## config.mk

```make
export PLATFORM = sky130hd
export DESIGN_NAME = wdt_kick_gate_flat
export DESIGN_NICKNAME = d
export VERILOG_FILES = /design/src/rtl/wdt_pkg.sv /design/src/rtl/wdt_kick_gate_if.sv /design/src/rtl/wdt_sync_edge.sv /design/src/rtl/wdt_kick_gate.sv /design/src/flat_wrapper.sv
export SDC_FILE = /design/constraint.sdc
export NUM_CORES = 1
export LEC_CHECK = 0
export CAP_MARGIN = 20
export CORE_ASPECT_RATIO = 0.6
export CORE_MARGIN = 2
export CORE_UTILIZATION = 50
export CTS_CLUSTER_DIAMETER = 60
export DETAILED_ROUTE_END_ITERATION = 12
export HOLD_SLACK_MARGIN = 0.02
export PLACE_DENSITY = 0.78
export SYNTH_ARGS = -nofsm -noshare
export SYNTH_HDL_FRONTEND = slang
export SYNTH_HIERARCHICAL = 1
export SYNTH_SLANG_ARGS = --single-unit
```

## constraint.sdc

```tcl
create_clock -name clk -period 2.35 [get_ports clk]
set_input_delay 0.235 -clock clk [delete_from_list [all_inputs] [get_ports clk]]
set_output_delay 0.235 -clock clk [all_outputs]
set_load 0.005 [all_outputs]
```

## src/rtl/wdt_pkg.sv

```systemverilog
// Shared types and defaults for the watchdog kick qualifier.
// Holds the FSM state type, default unlock keys and timing limits.
package wdt_pkg;

  typedef enum logic {
    IDLE  = 1'b0,
    ARMED = 1'b1
  } wdt_kick_state_e;

  localparam logic [7:0]  WDT_KEY0       = 8'h55;
  localparam logic [7:0]  WDT_KEY1       = 8'hAA;
  localparam int unsigned WDT_GAP_MAX    = 16;
  localparam int unsigned WDT_MIN_PERIOD = 8;

  // Increment that sticks at the given limit instead of wrapping.
  function automatic logic [7:0] wdt_inc_sat(input logic [7:0] v, input logic [7:0] lim);
    return (v >= lim) ? lim : v + 8'd1;
  endfunction

endpackage

```

## src/rtl/wdt_kick_gate_if.sv

```systemverilog
// Pin-side key inputs and watchdog-side pulse outputs of the kick qualifier.
// master drives the key pins and enable; slave is the qualifier itself.
interface wdt_kick_gate_if;
  logic       ena;
  logic       key_strobe;
  logic [7:0] key_in;
  logic       kick;
  logic       early_err;
  logic       bad_key_err;
  logic       armed;
  logic [7:0] kick_count;

  modport master (
    output ena, key_strobe, key_in,
    input  kick, early_err, bad_key_err, armed, kick_count
  );

  modport slave (
    input  ena, key_strobe, key_in,
    output kick, early_err, bad_key_err, armed, kick_count
  );
endinterface

```

## src/rtl/wdt_sync_edge.sv

```systemverilog
// Two-flop synchronizer plus rising-edge detector for an asynchronous pin.
// ev_o is high for one cycle, two cycles after the first edge that samples d_i high.
module wdt_sync_edge (
  input  logic clk,
  input  logic rst,
  input  logic d_i,
  output logic ev_o
);

  logic sync1_q;
  logic sync2_q;
  logic prev_q;

  always_ff @(posedge clk or posedge rst) begin
    if (rst) begin
      sync1_q <= 1'b0;
      sync2_q <= 1'b0;
      prev_q  <= 1'b0;
    end else begin
      sync1_q <= d_i;
      sync2_q <= sync1_q;
      prev_q  <= sync2_q;
    end
  end

  assign ev_o = sync2_q & ~prev_q;

endmodule

```

## src/rtl/wdt_kick_gate.sv

```systemverilog
// Qualifies KEY0/KEY1 unlock sequences from pins into single-cycle watchdog kicks or error pulses.
// Optional minimum kick spacing is compiled in with `define WDT_KICK_WINDOW_EN.
module wdt_kick_gate
  import wdt_pkg::*;
#(
  parameter logic [7:0]  KEY0       = WDT_KEY0,
  parameter logic [7:0]  KEY1       = WDT_KEY1,
  parameter int unsigned GAP_MAX    = WDT_GAP_MAX,
  parameter int unsigned MIN_PERIOD = WDT_MIN_PERIOD
) (
  input  logic                   clk,
  input  logic                   rst,
  wdt_kick_gate_if.slave         io
);

  localparam logic [7:0] GAP_LIM = 8'(GAP_MAX);

  logic            ev;
  wdt_kick_state_e state_q;
  logic [7:0]      gap_cnt_q;
  logic            kick_q;
  logic            bad_q;
  logic [7:0]      kick_count_q;
  logic            win_ok;

  // The synchronizer runs regardless of ena so an edge seen while disabled is already consumed.
  wdt_sync_edge u_sync (
    .clk  (clk),
    .rst  (rst),
    .d_i  (io.key_strobe),
    .ev_o (ev)
  );

`ifdef WDT_KICK_WINDOW_EN
  localparam logic [7:0] MIN_LIM = 8'(MIN_PERIOD);

  logic       early_q;
  logic       seq_done;
  logic [7:0] since_kick_q;
  logic [7:0] since_kick_d;

  assign seq_done = io.ena && (state_q == ARMED) && ev && (io.key_in == KEY1);
  assign win_ok   = (since_kick_q >= MIN_LIM);

  // An early completion freezes the counter for that cycle instead of advancing it.
  always_comb begin
    since_kick_d = since_kick_q;
    if (io.ena) begin
      if (seq_done && win_ok) begin
        since_kick_d = 8'd0;
      end else if (!seq_done) begin
        since_kick_d = wdt_inc_sat(since_kick_q, MIN_LIM);
      end
    end
  end

  always_ff @(posedge clk or posedge rst) begin
    if (rst) begin
      since_kick_q <= MIN_LIM;
    end else begin
      since_kick_q <= since_kick_d;
    end
  end

  assign io.early_err = early_q;
`else
  assign win_ok       = 1'b1;
  assign io.early_err = 1'b0;
`endif

  always_ff @(posedge clk or posedge rst) begin
    if (rst) begin
      state_q      <= IDLE;
      gap_cnt_q    <= 8'd0;
      kick_q       <= 1'b0;
      bad_q        <= 1'b0;
      kick_count_q <= 8'd0;
`ifdef WDT_KICK_WINDOW_EN
      early_q      <= 1'b0;
`endif
    end else begin
      kick_q <= 1'b0;
      bad_q  <= 1'b0;
`ifdef WDT_KICK_WINDOW_EN
      early_q <= 1'b0;
`endif
      if (!io.ena) begin
        state_q   <= IDLE;
        gap_cnt_q <= 8'd0;
      end else begin
        case (state_q)
          IDLE: begin
            if (ev) begin
              if (io.key_in == KEY0) begin
                state_q   <= ARMED;
                gap_cnt_q <= 8'd0;
              end else begin
                bad_q <= 1'b1;
              end
            end
          end
          ARMED: begin
            // An event in the timeout cycle takes priority over the timeout.
            if (ev) begin
              if (io.key_in == KEY1) begin
                state_q <= IDLE;
                if (win_ok) begin
                  kick_q       <= 1'b1;
                  kick_count_q <= wdt_inc_sat(kick_count_q, 8'hFF);
                end
`ifdef WDT_KICK_WINDOW_EN
                else begin
                  early_q <= 1'b1;
                end
`endif
              end else if (io.key_in == KEY0) begin
                gap_cnt_q <= 8'd0;
              end else begin
                state_q <= IDLE;
                bad_q   <= 1'b1;
              end
            end else if ((gap_cnt_q + 8'd1) == GAP_LIM) begin
              state_q   <= IDLE;
              gap_cnt_q <= 8'd0;
              bad_q     <= 1'b1;
            end else begin
              gap_cnt_q <= gap_cnt_q + 8'd1;
            end
          end
          default: begin
            state_q   <= IDLE;
            gap_cnt_q <= 8'd0;
          end
        endcase
      end
    end
  end

  assign io.kick        = kick_q;
  assign io.bad_key_err = bad_q;
  assign io.armed       = (state_q == ARMED);
  assign io.kick_count  = kick_count_q;

endmodule

```

## src/flat_wrapper.sv

```systemverilog
// flat-port wrapper written by rule: the top's interface ports become plain ports
module wdt_kick_gate_flat import wdt_pkg::*;
#(
  parameter logic [7:0]  KEY0       = WDT_KEY0,
  parameter logic [7:0]  KEY1       = WDT_KEY1,
  parameter int unsigned GAP_MAX    = WDT_GAP_MAX,
  parameter int unsigned MIN_PERIOD = WDT_MIN_PERIOD
)
  (clk, rst, io_ena, io_key_strobe, io_key_in, io_kick, io_early_err, io_bad_key_err, io_armed, io_kick_count);
  wdt_kick_gate_if io_i ();
  input  logic clk;
  input  logic rst;
  input wire logic [$bits(io_i.ena)-1:0] io_ena;
  input wire logic [$bits(io_i.key_strobe)-1:0] io_key_strobe;
  input wire logic [$bits(io_i.key_in)-1:0] io_key_in;
  output wire logic [$bits(io_i.kick)-1:0] io_kick;
  output wire logic [$bits(io_i.early_err)-1:0] io_early_err;
  output wire logic [$bits(io_i.bad_key_err)-1:0] io_bad_key_err;
  output wire logic [$bits(io_i.armed)-1:0] io_armed;
  output wire logic [$bits(io_i.kick_count)-1:0] io_kick_count;
  assign io_i.ena = io_ena;
  assign io_i.key_strobe = io_key_strobe;
  assign io_i.key_in = io_key_in;
  assign io_kick = io_i.kick;
  assign io_early_err = io_i.early_err;
  assign io_bad_key_err = io_i.bad_key_err;
  assign io_armed = io_i.armed;
  assign io_kick_count = io_i.kick_count;
  wdt_kick_gate #(.KEY0(KEY0), .KEY1(KEY1), .GAP_MAX(GAP_MAX), .MIN_PERIOD(MIN_PERIOD)) u_core (.clk(clk), .rst(rst), .io(io_i));
endmodule
```

==> Implementation_results.wiki, run 1 <==
{| class="wikitable"
! Metric !! Value
|-
| Result of the run || finished clean
|-
| Transition time at the pin with the least slew margin || 0.740 ns
|-
| Die Area || 0.00286 mm^2
|-
| Detailed-routing iteration count for the pre-antenna-repair pass || 4
|-
| Share of cells above drive strength 1 || 12.8%
|-
| Port-buffer cells || 22
|-
| Residual overflow from global routing || 0
|-
| Overall Global Routing Usage || 20.9%
|-
| Leak Pwr || 0.661 nW
|-
| Number of post-CTS setup repair buffers || 0
|-
| Largest delay share family, worst path || compound AO/OA/AOI/OAI gates
|-
| Compound-cell area share of the yosys netlist || 14.7%
|-
| Fmax achieved || 512 MHz
|-
| Synth Area in XOR/XNOR || 2.16%
|-
| Master cell of the clock root buffer || sky130_fd_sc_hd__clkbuf_8
|-
| Cell Area, Synth || 0.00122 mm^2
|-
| Final total negative setup slack || 0 ns
|-
| Arrival time at the worst endpoint || 2.10 ns
|-
| Simple-Gate Fraction of Synth Area || 28.7%
|-
| Non-Filler Cell Area, Final || 0.00154 mm^2
|-
| Most frequent cells in the layout || sky130_fd_sc_hd__clkdlybuf4s50_1 (22), sky130_fd_sc_hd__dfrtp_1 (22), sky130_fd_sc_hd__nand2_1 (13), sky130_fd_sc_hd__o21ai_0 (10), sky130_fd_sc_hd__nand3_1 (8)
|-
| CTS max path bufs || 2
|-
| Detailed-route via count || 977
|-
| Launching element type of the critical path || flop
|-
| Fraction of the yosys area taken by sequential cells || 45.2%
|-
| List of cells traversed by the critical path || ha_1, and3_2, o22ai_1, a2111oi_4, nor2_1, o22a_1
|-
| Clock tree from TritonCTS || yes
|-
| Pre-CTS WS || 0.316 ns
|-
| Final worst-path cycle share || 83.1%
|-
| Die height || 42.2 um
|-
| Starting Density || 54.6%
|-
| Placement Rows || 13
|-
| Largest net degree at the start of global routing || 20
|-
| Share of synthesized cell area in full adder, half adder and majority cells || 3.08%
|-
| Endpoint type of the worst setup path || flop
|-
| X dimension of the die || 67.7 um
|-
| Layout filler cell count || 166
|-
| Max Transition Viols Final || 0
|-
| Data required time of the worst path || 2.50 ns
|-
| Non-filler instance count after layout || 171
|-
| Predominant post-synthesis flop cell || sky130_fd_sc_hd__dfrtp_1
|-
| Gate count of the mapped netlist || 118
|-
| Instance area after placement || 0.00146 mm^2
|-
| End-of-flow core utilization || 68.9%
|-
| DR DRC count || 0
|-
| Via-to-Cell Ratio || 5.71
|-
| Post-synthesis mux area share || 3.70%
|-
| Post-Route Skew || 0.00747 ns
|-
| Clock-pin slew on the worst setup and hold paths || 0.08 ns
|-
| Resized Gates After CTS || 0
|-
| Total half-perimeter wirelength after legalization and detailed placement || 2090 um
|-
| Area of the core || 0.00223 mm^2
|-
| Category of the most critical setup path || reg -> reg
|-
| Boundary pin count || 24
|-
| Combinational family with the most area after synthesis || simple AND/OR/NAND/NOR gates
|-
| Max-capacitance violation count || 0
|-
| Number of register bits inferred by synthesis || 22
|-
| Buffers & Inverters on Critical Path || 0
|-
| P per Cell Area || 507 mW/mm^2
|-
| IR Drop Worst-Case VDD || 0.000333 V
|-
| Setup repair after global routing missed its margin || no
|-
| Number of flops mapped to enable cells by yosys || 0
|-
| Kind of path behind the tightest hold check || in -> async
|-
| Total of hold buffers inserted after clock tree synthesis || 0
|-
| Clock Sink Count || 22
|-
| Starting DRT DRC Count || 56
|-
| Highest net fanout along the worst path || 6
|-
| PnR worst setup slack || 0.396 ns
|-
| Synth unique cells || 44
|-
| Sum of internal, switching and leakage power || 778 uW
|-
| Syn-to-layout area delta || 26.1%
|-
| Post-Syn Nets || 133
|-
| Yosys warning total || 6
|-
| Count of endpoints failing hold in the final timing report || 0
|-
| Post-detailed-routing wire length || 2650 um
|-
| Number of antenna violations at the first check in global routing || 0
|-
| Final GP Congestion || 0.856
|-
| Clock buffers created by TritonCTS || 3
|-
| FF-to-FF setup slack || 0.40 ns
|-
| Per-instance average area after synthesis || 10.3 um^2
|-
| Clock Latency Late Sink || 0.26 ns
|-
| Clock period minus final worst setup slack || 1.95 ns
|-
| Vias in the first global route || 903
|-
| Wire length of the first global-routing pass || 4410 um
|-
| N_diodes || 0
|-
| # nets final || 157
|-
| CTS H-tree lvls || 1
|-
| Worst-path cell with the longest stage delay || sky130_fd_sc_hd__a2111oi_4
|-
| Final Hold Slack || 0.167 ns
|-
| Wire length per cell after detailed routing || 15.5 um
|-
| Cells after DPL || 167
|-
| Crit path largest cell delay || 0.48 ns
|-
| Relative slew slack || 50.6%
|-
| Post-synthesis async set-or-reset flop share || 100%
|-
| Antenna Nets Post-Route || 0
|-
| Setup Viol. Count Final || 0
|}
power breakdown:
part	switching (mW)	internal, mW
Combinational	0.0212	0.0251
Clock	0.121	0.228
Sequential	0.00163	0.382
Total	0.144	0.634
worst paths after layout:
path	startpoint	endpoint	cells after the start
min in group clk	u_core/u_sync/sync1_q	u_core/u_sync/sync2_q	0
max in group asynchronous	rst	u_core/gap_cnt_q[7]	2
hold / removal	rst	u_core/u_sync/sync1_q	2
hold reg to reg	u_core/u_sync/sync1_q	u_core/u_sync/sync2_q	0
setup / recovery	u_core/gap_cnt_q[0]	u_core/gap_cnt_q[4]	6
setup reg to reg	u_core/gap_cnt_q[0]	u_core/gap_cnt_q[4]	6
logic make-up (layout without fill, tap and decap cells):
family,Yosys count,in the layout
AO/OA/AOI/OAI,25,25
XOR/XNOR,3,3
adder cells (fa/ha/maj),3,3
buffers and inverters,6,29
flip-flops,22,22
multiplexers,4,4
other,1,1
AND/OR/NAND/NOR,54,54
layer usage:
metal  vias to the layer above  GRT usage (%)  wire length [um]
li1                        473              -                 -
met2                        42           32.9              1280
met3                         2           7.26               212
met5                         -              0                 0
met4                         0           4.90                 8
met1                       460           27.4              1150
registers in the layout, summed over array words and instances (netlist names):
register and cells:
u_core/u_sync/prev_q 1, u_core/io.kick 1, u_core/u_sync/sync2_q 1, u_core/io.armed 1, u_core/io.bad_key_err 1, u_core/gap_cnt_q 8
u_core/u_sync/sync1_q 1, u_core/io.kick_count 8
cells in the mapped netlist, types with 2 or more instances:
cell                       count  share of area, %
sky130_fd_sc_hd__nor4bb_1      2               1.6
sky130_fd_sc_hd__nand3_1       8               3.3
sky130_fd_sc_hd__nand4_1       3               1.5
sky130_fd_sc_hd__inv_1         2              0.62
sky130_fd_sc_hd__o21ai_0      10               4.1
sky130_fd_sc_hd__dfrtp_1      22                45
sky130_fd_sc_hd__o22a_1        2               1.4
sky130_fd_sc_hd__nor2_1        5               1.5
sky130_fd_sc_hd__mux2_2        3               2.8
sky130_fd_sc_hd__nor2b_1       3               1.5
sky130_fd_sc_hd__a31oi_1       2               1.0
sky130_fd_sc_hd__xnor2_1       2               1.4
sky130_fd_sc_hd__clkbuf_1      2              0.62
sky130_fd_sc_hd__nand2b_1      5               2.6
sky130_fd_sc_hd__and2_1        2               1.0
sky130_fd_sc_hd__nor3_1        2              0.82
sky130_fd_sc_hd__nand2_1      13               4.0
sky130_fd_sc_hd__ha_1          3               3.1
sky130_fd_sc_hd__a21oi_1       2              0.82
final cells by class:
| type | instances | area, um^2 | area share, % |
|---|---|---|---|
| multi-input combinational | 90 | 641 | 41.7 |
| tap | 30 | 37.5 | 2.44 |
| clock buffer | 3 | 41.3 | 2.69 |
| timing repair buffer | 23 | 228 | 14.8 |
| sequential | 22 | 551 | 35.9 |
| inverter | 2 | 7.51 | 0.489 |
| clock inverter | 1 | 30.0 | 1.96 |
(Power assumes the default switching activity.)
==> run 2: changes to the inputs <==
CORE_UTILIZATION = 45   (was 50)
PLACE_DENSITY = 0.74   (was 0.78)
clock period = 1.6 ns   (was 2.35 ns; I/O delays follow)
==> Implementation_results.wiki, run 2 (synthesized netlist as in run 1, its figures left out) <==
{| class="wikitable"
! Metric !! Value
|-
| Vias in the first global route || 995 (was 903)
|-
| Instance area after placement || 0.00161 mm^2 (was 0.00146 mm^2)
|-
| Master cell of the clock root buffer || sky130_fd_sc_hd__clkbuf_8 (unchanged)
|-
| Setup repair after global routing missed its margin || yes (was no)
|-
| X dimension of the die || 71.2 um (was 67.7 um)
|-
| List of cells traversed by the critical path || and4_4, nand4_1, a2111oi_4, buf_4, nor2_1, o22a_1 (was ha_1, and3_2, o22ai_1, a2111oi_4, nor2_1, o22a_1)
|-
| Most common cell after layout, fill and taps aside || sky130_fd_sc_hd__dfrtp_1
|-
| Starting DRT DRC Count || 47 (was 56)
|-
| Kind of path behind the tightest hold check || in -> async (unchanged)
|-
| Worst-path cell with the longest stage delay || sky130_fd_sc_hd__dfrtp_1 (was sky130_fd_sc_hd__a2111oi_4)
|-
| Highest net fanout along the worst path || 5 (was 6)
|-
| Total of hold buffers inserted after clock tree synthesis || 0 (unchanged)
|-
| Clock Latency Late Sink || 0.26 ns (about the same)
|-
| Number of cells on the critical path || 6 (unchanged)
|-
| R2R Path Start || u_core/gap_cnt_q[1] (was u_core/gap_cnt_q[0])
|-
| Fmax achieved || 556 MHz (was 512 MHz)
|-
| Endpoint type of the worst setup path || flop (unchanged)
|-
| Max-capacitance violation count || 0 (unchanged)
|-
| Die Area || 0.00315 mm^2 (was 0.00286 mm^2)
|-
| Buffers & Inverters on Critical Path || 1 (was 0)
|-
| Most frequent cells in the layout || sky130_fd_sc_hd__dfrtp_1 (22), sky130_fd_sc_hd__clkdlybuf4s50_1 (21), sky130_fd_sc_hd__buf_4 (18), sky130_fd_sc_hd__nand2_1 (11) (was sky130_fd_sc_hd__clkdlybuf4s50_1 (22), sky130_fd_sc_hd__dfrtp_1 (22), sky130_fd_sc_hd__nand2_1 (13), sky130_fd_sc_hd__o21ai_0 (10), sky130_fd_sc_hd__nand3_1 (8))
|-
| Final total negative setup slack || -0.776 ns (was 0 ns)
|-
| Detailed-route via count || 1070 (was 977)
|-
| Non-filler instance count after layout || 192 (was 171)
|-
| Final GP Congestion || 0.799 (was 0.856)
|-
| Number of antenna violations at the first check in global routing || 0 (unchanged)
|-
| Residual overflow from global routing || 0 (unchanged)
|-
| Count of endpoints failing hold in the final timing report || 0 (unchanged)
|-
| Launching element type of the critical path || flop (unchanged)
|-
| # nets final || 176 (was 157)
|-
| Antenna Nets Post-Route || 0 (unchanged)
|-
| Placement Rows || 14 (was 13)
|-
| Largest delay share family, worst path || compound AO/OA/AOI/OAI gates (unchanged)
|-
| Starting Density || 47.9% (was 54.6%)
|-
| CTS max path bufs || 2 (unchanged)
|-
| Logic depth of the worst register-to-register path || 6 (unchanged)
|-
| Clock-pin slew on the worst setup and hold paths || 0.08 ns (about the same)
|-
| N_diodes || 0 (unchanged)
|-
| Data required time of the worst path || 1.75 ns (was 2.50 ns)
|-
| IR Drop Worst-Case VDD || 0.000630 V (was 0.000333 V)
|-
| Wire length per cell after detailed routing || 16.4 um (was 15.5 um)
|-
| CTS H-tree lvls || 1 (unchanged)
|-
| PnR worst setup slack || -0.199 ns (was 0.396 ns)
|-
| Max Transition Viols Final || 0 (unchanged)
|-
| Total half-perimeter wirelength after legalization and detailed placement || 2070 um (was 2090 um)
|-
| Wire length of the first global-routing pass || 4680 um (was 4410 um)
|-
| Result of the run || finished with violations (was finished clean)
|-
| Clock period minus final worst setup slack || 1.80 ns (was 1.95 ns)
|-
| Detailed-routing iteration count for the pre-antenna-repair pass || 4 (unchanged)
|-
| Post-detailed-routing wire length || 3140 um (was 2650 um)
|-
| Crit path largest cell delay || 0.43 ns (was 0.48 ns)
|-
| Leak Pwr || 0.787 nW (was 0.661 nW)
|-
| Final worst-path cycle share || 112% (was 83.1%)
|-
| Clock tree from TritonCTS || yes (unchanged)
|-
| Layout filler cell count || 181 (was 166)
|-
| Overall Global Routing Usage || 19.9% (was 20.9%)
|-
| Reg-to-reg critical path endpoint || u_core/gap_cnt_q[4] (unchanged)
|-
| Largest net degree at the start of global routing || 20 (unchanged)
|-
| Category of the most critical setup path || reg -> reg (unchanged)
|-
| Port-buffer cells || 22 (unchanged)
|-
| Cells after DPL || 183 (was 167)
|-
| Setup Viol. Count Final || 7 (was 0)
|-
| Share of cells above drive strength 1 || 31.3% (was 12.8%)
|-
| Via-to-Cell Ratio || 5.57 (was 5.71)
|-
| DR DRC count || 0 (unchanged)
|-
| Violations in the final reports || setup timing
|-
| FF-to-FF setup slack || -0.20 ns (was 0.40 ns)
|-
| P per Cell Area || 651 mW/mm^2 (was 507 mW/mm^2)
|-
| Area of the core || 0.00254 mm^2 (was 0.00223 mm^2)
|-
| Boundary pin count || 24 (unchanged)
|-
| Die height || 44.3 um (was 42.2 um)
|-
| Clock Sink Count || 22 (unchanged)
|-
| Non-Filler Cell Area, Final || 0.00179 mm^2 (was 0.00154 mm^2)
|-
| Arrival time at the worst endpoint || 1.95 ns (was 2.10 ns)
|-
| Clock buffers created by TritonCTS || 3 (unchanged)
|-
| Syn-to-layout area delta || 47.4% (was 26.1%)
|-
| Post-Route Skew || 0.00317 ns (was 0.00747 ns)
|}
-- run 2: cell types whose count changed in the layout (fill, tap and decap cells not counted), moves of 2 or more --
cell,delta
sky130_fd_sc_hd__nor4bb_1,-2
sky130_fd_sc_hd__nand2_1,-2
sky130_fd_sc_hd__o21ai_2,+2
sky130_fd_sc_hd__o21ai_0,-3
sky130_fd_sc_hd__mux2_4,+4
sky130_fd_sc_hd__buf_4,+17
sky130_fd_sc_hd__mux2_2,-3
-- run 2: what timing repair did --
item / in CTS / in global routing
pin swaps: 1 / 8
gates cloned: 0 / 0
resized for setup: 2 / 17
setup buffers: 2 / 3
hold endpoints to repair: 0 / 0
endpoints found under the setup margin: 7 / 13
-- run 2: layout make-up --
cell class,instances,area (um^2),share of cell area [%]
multi-input cells,90,739,41.2
clock buffers,3,41.3,2.30
well taps,32,40.0,2.23
inverters,2,7.51,0.418
flip-flops and latches,22,551,30.7
clock inverters,1,30.0,1.67
repair buffers,42,385,21.5
-- run 2: stage by stage --
| step | utilization (%) | total power [mW] | setup slack [ns] | hold slack [ns] |
|---|---|---|---|---|
| floorplan | - | 0.603 | -0.0449 | -0.0864 |
| global placement | 63.2 | 0.645 | -0.292 | 0.333 |
| detailed placement | 63.2 | 0.647 | -0.299 | 0.361 |
| CTS | 67.2 | 1.17 | -0.162 | 0.0896 |
| global route | 70.6 | 1.21 | -0.267 | 0.0958 |
| finish | 70.6 | 1.17 | -0.199 | 0.0882 |
-- run 2: how the worst max path moves through the flow --
stage / from / to / slack (ns)
2_1_floorplan: u_core/gap_cnt_q[0] / u_core/gap_cnt_q[4] / -0.04
3_3_place_gp: io_key_in[5] / u_core/io.kick_count[7] / -0.29
3_5_place_dp: io_key_in[5] / u_core/io.kick_count[5] / -0.30
4_1_cts: u_core/gap_cnt_q[1] / u_core/gap_cnt_q[4] / -0.16
5_1_grt: u_core/gap_cnt_q[1] / u_core/gap_cnt_q[4] / -0.27
6_report: u_core/gap_cnt_q[1] / u_core/gap_cnt_q[4] / -0.20
-- run 2: routing by layer --
layer | routed length (um) | GRT usage (%) | part of all wire, % | vias up
li1 | - | - | - | 509
met1 | 1440 | 26.0 | 46 | 515
met2 | 1490 | 32.2 | 47 | 40
met3 | 158 | 5.47 | 5.0 | 6
met4 | 53 | 7.55 | 1.7 | 0
met5 | 0 | 0 | 0 | -
-- run 2: report_power, final --
group | internal [mW] | switching (mW) | leakage (nW)
combinational | 0.0490 | 0.0355 | 0.452
clock | 0.334 | 0.187 | 0.0357
sequential | 0.560 | 0.00273 | 0.300
==> run 3: changes to the inputs <==
CORE_UTILIZATION = 50   (was 45)
CTS_CLUSTER_SIZE = 28   (was not set)
PLACE_DENSITY = 0.78   (was 0.74)
clock period = 1.99 ns   (was 1.6 ns; I/O delays follow)
==> Implementation_results.wiki, run 3 (synthesized netlist as in run 1, its figures left out) <==
{| class="wikitable"
! Metric !! Value
|-
| Result of the run || finished clean (was finished with violations)
|-
| N_diodes || 0 (unchanged)
|-
| Wire length of the first global-routing pass || 4490 um (was 4680 um)
|-
| Most common cell after layout, fill and taps aside || sky130_fd_sc_hd__clkdlybuf4s50_1 (was sky130_fd_sc_hd__dfrtp_1)
|-
| Largest net degree at the start of global routing || 20 (unchanged)
|-
| Fmax achieved || 531 MHz (was 556 MHz)
|-
| DR DRC count || 0 (unchanged)
|-
| Arrival time at the worst endpoint || 2.03 ns (was 1.95 ns)
|-
| Worst-path cell with the longest stage delay || sky130_fd_sc_hd__a2111oi_4 (was sky130_fd_sc_hd__dfrtp_1)
|-
| Fraction of power consumed by combinational cells || 6.7% (was 7.2%)
|-
| Critical path origin || u_core/gap_cnt_q[3] (was u_core/gap_cnt_q[1])
|-
| Buffers & Inverters on Critical Path || 0 (was 1)
|-
| Count of endpoints failing hold in the final timing report || 0 (unchanged)
|-
| Clock tree from TritonCTS || yes (unchanged)
|-
| Switching share of power || 19.8% (was 19.2%)
|-
| Overall Global Routing Usage || 21.2% (was 19.9%)
|-
| Final worst-path cycle share || 94.6% (was 112%)
|-
| Launching element type of the critical path || flop (unchanged)
|-
| Number of antenna violations at the first check in global routing || 0 (unchanged)
|-
| Clock Sink Count || 22 (unchanged)
|-
| IR Drop Worst-Case VDD || 0.000386 V (was 0.000630 V)
|-
| Boundary pin count || 24 (unchanged)
|-
| Non-filler instance count after layout || 175 (was 192)
|-
| Most frequent cells in the layout || sky130_fd_sc_hd__clkdlybuf4s50_1 (22), sky130_fd_sc_hd__dfrtp_1 (21), sky130_fd_sc_hd__nand2_1 (13), sky130_fd_sc_hd__o21ai_0 (9), sky130_fd_sc_hd__nand3_1 (8) (was sky130_fd_sc_hd__dfrtp_1 (22), sky130_fd_sc_hd__clkdlybuf4s50_1 (21), sky130_fd_sc_hd__buf_4 (18), sky130_fd_sc_hd__nand2_1 (11))
|-
| Placement Rows || 13 (was 14)
|-
| Sequential group share of total power || 55.2% (was 48.2%)
|-
| Endpoint type of the worst setup path || flop (unchanged)
|-
| Final total negative setup slack || 0 ns (was -0.776 ns)
|-
| Clock period minus final worst setup slack || 1.88 ns (was 1.80 ns)
|-
| Clock buffers created by TritonCTS || 3 (unchanged)
|-
| R2R Path Start || u_core/gap_cnt_q[3] (was u_core/gap_cnt_q[1])
|-
| Data required time of the worst path || 2.14 ns (was 1.75 ns)
|-
| P per Cell Area || 528 mW/mm^2 (was 651 mW/mm^2)
|-
| Internal power summed over all cells || 658 uW (was 943 uW)
|-
| Clock Latency Late Sink || 0.26 ns (about the same)
|-
| Final GP Congestion || 0.857 (was 0.799)
|-
| Crit path largest cell delay || 0.49 ns (was 0.43 ns)
|-
| Die Area || 0.00286 mm^2 (was 0.00315 mm^2)
|-
| Kind of path behind the tightest hold check || in -> async (unchanged)
|-
| Starting DRT DRC Count || 34 (was 47)
|-
| Antenna Nets Post-Route || 0 (unchanged)
|-
| Setup Viol. Count Final || 0 (was 7)
|-
| Post-Route Skew || 0.00604 ns (was 0.00317 ns)
|-
| Largest delay share family, worst path || compound AO/OA/AOI/OAI gates (unchanged)
|-
| Leak Pwr || 0.670 nW (was 0.787 nW)
|-
| Port-buffer cells || 22 (unchanged)
|-
| Starting Density || 54.6% (was 47.9%)
|-
| Syn-to-layout area delta || 27.5% (was 47.4%)
|-
| # nets final || 161 (was 176)
|-
| CTS max path bufs || 2 (unchanged)
|-
| Post-detailed-routing wire length || 2690 um (was 3140 um)
|-
| CTS H-tree lvls || 1 (unchanged)
|-
| Die height || 42.2 um (was 44.3 um)
|-
| Total half-perimeter wirelength after legalization and detailed placement || 2030 um (was 2070 um)
|-
| Max Transition Viols Final || 0 (unchanged)
|-
| Clock-pin slew on the worst setup and hold paths || 0.08 ns (about the same)
|-
| Sw power || 163 uW (was 225 uW)
|-
| List of cells traversed by the critical path || and4_4, a211o_1, a2111oi_4, nor2_1, o22a_1 (was and4_4, nand4_1, a2111oi_4, buf_4, nor2_1, o22a_1)
|-
| Cells after DPL || 170 (was 183)
|-
| Highest net fanout along the worst path || 5 (unchanged)
|-
| Detailed-route via count || 1005 (was 1070)
|-
| Master cell of the clock root buffer || sky130_fd_sc_hd__clkbuf_8 (unchanged)
|-
| PnR worst setup slack || 0.108 ns (was -0.199 ns)
|-
| Clock Power Share || 38.1% (was 44.6%)
|-
| Detailed-routing iteration count for the pre-antenna-repair pass || 4 (unchanged)
|-
| Max-capacitance violation count || 0 (unchanged)
|-
| Total of hold buffers inserted after clock tree synthesis || 0 (unchanged)
|-
| Wire length per cell after detailed routing || 15.3 um (was 16.4 um)
|-
| Via-to-Cell Ratio || 5.74 (was 5.57)
|-
| X dimension of the die || 67.7 um (was 71.2 um)
|-
| Area of the core || 0.00223 mm^2 (was 0.00254 mm^2)
|-
| Category of the most critical setup path || reg -> reg (unchanged)
|-
| Vias in the first global route || 1019 (was 995)
|-
| Pre-CTS WS || 0.00364 ns (was -0.299 ns)
|-
| Residual overflow from global routing || 0 (unchanged)
|-
| Share of cells above drive strength 1 || 16.6% (was 31.3%)
|}
==> run 3: layout make-up <==
cell class                      instances  area (um^2)
Sequential cell                        22          552
Clock buffer                            4         55.1
Fill cell                             177          676
Tap cell                               30         37.5
Inverter                                2         7.51
Timing Repair Buffer                   27          258
Multi-Input combinational cell         90          643
==> run 3: timing repair <==
| action | 4_1_cts | 5_1_grt |
|---|---|---|
| endpoints found under the hold margin | 0 | 0 |
| resized for setup | 0 | 3 |
| setup endpoints to repair | 0 | 3 |
| buffers inserted | 0 | 1 |
==> run 3: layer usage <==
layer  part of all wire [%]  vias up  GRT usage [%]
li1                       -      479              -
met3                    4.8        2           6.72
met5                      0        -              0
met2                     50       24           36.3
met1                     45      500           25.2
met4                   0.48        0           6.53
==> run 3: worst paths after layout <==
check                                         to  slack, ns  cells past startpoint
setup / recovery             u_core/gap_cnt_q[4]       0.11                      5
hold / removal             u_core/u_sync/sync1_q       0.17                      2
setup reg to reg             u_core/gap_cnt_q[4]       0.11                      5
hold reg to reg            u_core/u_sync/sync2_q       0.37                      0
max in group asynchronous    u_core/gap_cnt_q[0]       1.45                      3
min in group clk           u_core/u_sync/sync2_q       0.37                      0
==> run 3: power by group through the flow <==
stage                     clock network, mW  logic, mW  registers, mW
final                                 0.313     0.0553          0.453
after global routing                  0.344     0.0606          0.453
after CTS                             0.322     0.0558          0.453
after detailed placement                  0     0.0555          0.461
after global placement                    0     0.0538          0.461
after floorplan                           0     0.0236          0.461
==> run 3: worst register-to-register path, delay by kind of cell, from the launching register on <==
kind,cells,cell delay (ns)
AND/OR/NAND/NOR,2,0.31
flip-flops,1,0.44
AO/OA/AOI/OAI,3,1.03
==> run 3: metrics by stage <==
stage,power [mW],utilization (%),hold WS (ns),area [um^2]
2_1_floorplan,0.485,-,-0.0474,1220
3_3_place_gp,0.515,66.7,0.347,1490
3_5_place_dp,0.517,66.7,0.347,1490
4_1_cts,0.831,69.2,0.170,1540
5_1_grt,0.858,69.7,0.181,1550
6_report,0.820,69.7,0.172,1550
